===== src/rtl/mem_arbiter.sv =====
// Two-port (fetch I / load-store D) arbiter in front of a single-port word memory.
// Optional build macro MEM_ARB_RR_EN: round-robin on conflict instead of fixed D-over-I priority.
module mem_arbiter #(
  parameter int ADDR_W = 32,
  parameter int DATA_W = 32
) (
  input  logic              clk,
  input  logic              resetn,
  input  logic              i_req,
  input  logic [ADDR_W-1:0] i_addr,
  output logic              i_gnt,
  output logic              i_rvalid,
  output logic [DATA_W-1:0] i_rdata,
  input  logic              d_req,
  input  logic              d_we,
  input  logic [ADDR_W-1:0] d_addr,
  input  logic [DATA_W-1:0] d_wdata,
  output logic              d_gnt,
  output logic              d_rvalid,
  output logic [DATA_W-1:0] d_rdata,
  output logic [ADDR_W-1:0] mem_addr,
  output logic [DATA_W-1:0] mem_wdata,
  output logic              mem_rw,
  input  logic [DATA_W-1:0] mem_rdata
);

  typedef enum logic [1:0] {IDLE, ACCESS, RESP} state_t;
  localparam logic PORT_I = 1'b0;
  localparam logic PORT_D = 1'b1;

  state_t            state_reg, state_next;
  logic              owner_reg, owner_next;
  logic [ADDR_W-1:0] mem_addr_reg, mem_addr_next;
  logic [DATA_W-1:0] mem_wdata_reg, mem_wdata_next;
  logic              mem_rw_reg, mem_rw_next;
  logic              d_wins;

`ifdef MEM_ARB_RR_EN
  logic rr_last_reg, rr_last_next;
  // On conflict the port that was not granted most recently wins.
  assign d_wins = d_req && (!i_req || (rr_last_reg == PORT_I));
`else
  assign d_wins = d_req;
`endif

  always_comb begin
    state_next     = state_reg;
    owner_next     = owner_reg;
    mem_addr_next  = mem_addr_reg;
    mem_wdata_next = mem_wdata_reg;
    mem_rw_next    = mem_rw_reg;
`ifdef MEM_ARB_RR_EN
    rr_last_next   = rr_last_reg;
`endif
    case (state_reg)
      IDLE: begin
        if (i_req || d_req) begin
          state_next = ACCESS;
          if (d_wins) begin
            owner_next     = PORT_D;
            mem_addr_next  = d_addr;
            mem_wdata_next = d_wdata;
            mem_rw_next    = ~d_we;
          end else begin
            owner_next     = PORT_I;
            mem_addr_next  = i_addr;
            mem_rw_next    = 1'b1;
          end
`ifdef MEM_ARB_RR_EN
          rr_last_next = d_wins ? PORT_D : PORT_I;
`endif
        end
      end
      ACCESS: begin
        // The memory commits the access at the closing edge; fall back to read-only.
        mem_rw_next = 1'b1;
        state_next  = mem_rw_reg ? RESP : IDLE;
      end
      RESP:    state_next = IDLE;
      default: state_next = IDLE;
    endcase
  end

  always_ff @(posedge clk) begin
    if (!resetn) begin
      state_reg     <= IDLE;
      owner_reg     <= PORT_I;
      mem_addr_reg  <= '0;
      mem_wdata_reg <= '0;
      mem_rw_reg    <= 1'b1;
`ifdef MEM_ARB_RR_EN
      rr_last_reg   <= PORT_D;
`endif
    end else begin
      state_reg     <= state_next;
      owner_reg     <= owner_next;
      mem_addr_reg  <= mem_addr_next;
      mem_wdata_reg <= mem_wdata_next;
      mem_rw_reg    <= mem_rw_next;
`ifdef MEM_ARB_RR_EN
      rr_last_reg   <= rr_last_next;
`endif
    end
  end

  // Per-port response path: index 0 = I, index 1 = D.
  logic [1:0]             gnt_vec;
  logic [1:0]             rvalid_vec;
  logic [1:0][DATA_W-1:0] rdata_vec;

  for (genvar gi = 0; gi < 2; gi++) begin : g_port
    logic [DATA_W-1:0] rdata_hold_reg;

    assign gnt_vec[gi]    = (state_reg == ACCESS) && (owner_reg == 1'(gi));
    assign rvalid_vec[gi] = (state_reg == RESP) && (owner_reg == 1'(gi));
    assign rdata_vec[gi]  = rvalid_vec[gi] ? mem_rdata : rdata_hold_reg;

    // Non-owner data keeps showing the last word delivered to that port.
    always_ff @(posedge clk) begin
      if (!resetn) begin
        rdata_hold_reg <= '0;
      end else if (rvalid_vec[gi]) begin
        rdata_hold_reg <= mem_rdata;
      end
    end
  end

  assign i_gnt     = gnt_vec[0];
  assign d_gnt     = gnt_vec[1];
  assign i_rvalid  = rvalid_vec[0];
  assign d_rvalid  = rvalid_vec[1];
  assign i_rdata   = rdata_vec[0];
  assign d_rdata   = rdata_vec[1];
  assign mem_addr  = mem_addr_reg;
  assign mem_wdata = mem_wdata_reg;
  assign mem_rw    = mem_rw_reg;

endmodule


===== config.mk =====
export PLATFORM = sky130hd
export DESIGN_NAME = mem_arbiter
export DESIGN_NICKNAME = d
export VERILOG_FILES = /design/src/rtl/mem_arbiter.sv
export SDC_FILE = /design/constraint.sdc
export NUM_CORES = 1
export LEC_CHECK = 0
export ABC_AREA = 1
export CORE_MARGIN = 1.5
export CORE_UTILIZATION = 45
export CTS_CLUSTER_DIAMETER = 50
export CTS_CLUSTER_SIZE = 25
export DETAILED_ROUTE_END_ITERATION = 12
export GPL_TIMING_DRIVEN = 0
export PLACE_DENSITY = 0.86
export SKIP_CTS_REPAIR_TIMING = 1
export SYNTH_ARGS = -nofsm -noshare
export SYNTH_HDL_FRONTEND = slang
export SYNTH_SLANG_ARGS = --single-unit

===== constraint.sdc =====
create_clock -name clk -period 2.5 [get_ports clk]
set_input_delay 0.25 -clock clk [delete_from_list [all_inputs] [get_ports clk]]
set_output_delay 0.25 -clock clk [all_outputs]
set_load 0.01 [all_outputs]

==> impl_results.md <==
- Max-Cap Viols: 0
- Final setup fails: 0
- RR Endpoint: mem_addr[3]
- Ports: roughly 270
- Mapped Nets: 1,050
- Vias in the first global route: approximately 6,300
- Hold slack: about 150 ps
- Area of the multi-input gates: 2390 um2
- Critical path, cell by cell: clkinvlp_4 > nand3_4 > buf_2 > nand2_1 > nand2_1 > inv_1 > clkdlybuf4s50_1
- Maximum fanout along the worst path: 10
- DRT iter0 DRCs: ~360
- Static Leakage: ~4.8 nW
- Global-route total usage across every layer: 26.4%
- CTS H-Tree Depth: 4
- Max-slew headroom: between 60 and 70%
- DIE WIDTH: around 120 um
- #FFs+latches synth: 132
- Hold crit path type: input port to register
- CTS Buf Count: 17
- CP Buf/Inv Count: 4
- CTS tree: done
- Via Count: ~6,300
- Final worst-path cycle share: between 90 and 100%
- CP Data Required Time: ~2300 ps
- Sequential-to-total area share from yosys stat: approximately 45%
- Final wirelength: 17.8 mm
- Setup crit end: i_rdata[26]
- Final Hold Fails: 0
- Crit. Startpoint: owner_reg
- Final slew viol count: 0
- Register Area: between 2000 and 3000 um2
- RSZ-0062 raised after global routing: no
- Area Growth Syn to Fin: 60.0%
- Peak supply drop: approximately 0.00045 V
- Final #Nets: roughly 1,300
- CP max-delay cell: clkdlybuf4s50_1
- DIE AREA: 13,800 um2
- Setup slack, reg-to-reg: approximately 1100 ps
- Core Region: ~13,000 um2
- Final Critical Period: 2390 ps
- Cell mode on critical path: nand2_1
- Initial core utilization: 46.5%
- Layout fillers: slightly above 1,000
- Drt wl/cell: 12.9 um
- Clk buf depth: 2
- Clock Pin Slew Worst Setup and Hold Paths: ~50 ps
- Commonest non-fill, non-tap cells in the layout: nand2_1 (296), clkdlybuf4s50_1 (264), inv_1 (165)
- Root Buffer: clkbuf_16
- Unique masters post-synth: 19
- Insertion delay to the later sink of the worst-skew pair: about 420 ps
- Syn Inst Count: approximately 900
- Critical Path Stages: 7
- PnR worst setup slack: 107 ps
- FF-to-FF Start: state_reg[1]
- CP Class: register to primary output
- Run status: complete, no violations
- Std cell rows: slightly above 40
- Routability cong.: between 0.8 and 0.9
- PD cells: 668 nW/um2
- Gr ovfl total: 0
- First-pass iteration count of the detailed router: 4
- Commonest non-fill, non-tap cell in the layout: nand2_1
- Number of diodes: 0
- Worst clock skew: 5.98 ps
- Syn avg cell area: ~6.5 um2
- Top cells by area, synth: dfxtp_1 (45%), nand2_1 (19%), inv_1 (10%)
- Clock Sinks: approximately 130
- Largest net degree at the start of global routing: 17
- Synth top area share: roughly 45%
- First-pass GRT wire length: just under 30 mm
- Die H: roughly 120 um
- HPWL Detailed: between 10 and 15 mm
- Yosys warns: 0
- Initial antenna violation count: 0
- Worst-Margin Slew: between 500 and 600 ps
- Fmax: about 420 MHz
- Mapped Area: between 5000 and 6000 um2
- Critical Path End Type: primary output
- Slowest stage delay, CP: approximately 500 ps
- FF-to-FF path depth: 6
- Synth area leader: dfxtp_1
- Layout cell share with drive strength beyond 1: between 5 and 6%
- Startpoint type of the worst setup path: register
- Max reg flops: 64
- Port-buffer cells: between 200 and 300
- # DRC: 0
- Critical Path AT: approximately 2100 ps
- Via density: 4.59
- Top delay family on crit path: buffers and inverters
- Antenna-violating nets left: 0
- Place WS: ~460 ps
==> worst min path at each step <==
stage,endpoint,from,cells past startpoint
3_5_place_dp,mem_wdata[28],mem_wdata[28],2
6_report,mem_addr[9],resetn,3
2_1_floorplan,g_port[1].rdata_hold_reg[0],mem_rdata[0],2
3_3_place_gp,mem_wdata[21],mem_wdata[21],2
5_1_grt,mem_addr[9],resetn,3
4_1_cts,mem_addr[8],resetn,3
==> cell families (layout without fill, tap and decap cells) <==
kind of cell	count (synthesis)	in the layout	synth area share (%)
simple gates	497	497	34.6
buf+inv	222	517	15.2
flops	132	132	44.7
compound gates	66	66	5.58
==> worst min-delay path, stage by stage <==
cell	delay, ps
clkbuf_1	150
nand2_1	100
nor2_1	30
==> where the power goes <==
| part | internal, mW | switching (mW) |
|---|---|---|
| Clock | 1.86 | 0.876 |
| Sequential | 2.25 | 0.0661 |
| Combinational | 0.659 | 0.616 |
| Total | 4.77 | 1.56 |
==> Yosys cell counts <==
cell / number
nor3_1: 1
nor2_4: 1
buf_6: 1
nand3_1: 34
nor2_1: 131
clkbuf_2: 1
nand3b_1: 32
clkinv_1: 1
clkbuf_1: 24
nand3_2: 1
buf_2: 18
o21ai_1: 32
inv_2: 3
dfxtp_1: 132
nor2_2: 1
a21oi_1: 34
inv_1: 165
nand2_1: 296
buf_4: 9
==> routing by layer <==
layer  share of wire [%]  track usage [%]
met1                  38             27.7
met2                  50             47.2
met3                 8.5             9.11
met4                 3.3             12.6
met5                   0                0
==> per-stage QoR <==
stage	instance area [um2]	util (%)	setup TNS [ps]	instances	power (mW)
after CTS	9430	74.1	-50.9	1384	6.37
final	9470	74.4	0	1384	6.33
after global routing	9470	74.4	0	1384	6.61
after global placement	8770	69.0	0	1353	3.60
after floorplan	5920	-	0	917	2.92
after detailed placement	8770	69.0	0	1353	3.62
==> cell type report <==
class,count,area share [%]
clock inverters,9,1.84
multi-input cells,563,25.2
plain buffers,53,2.96
inverters,169,6.74
clock buffers,22,5.11
repair buffers,264,27.9
flip-flops and latches,132,27.9
well taps,172,2.27
Note: power is estimated with default switching activity, not from simulation.
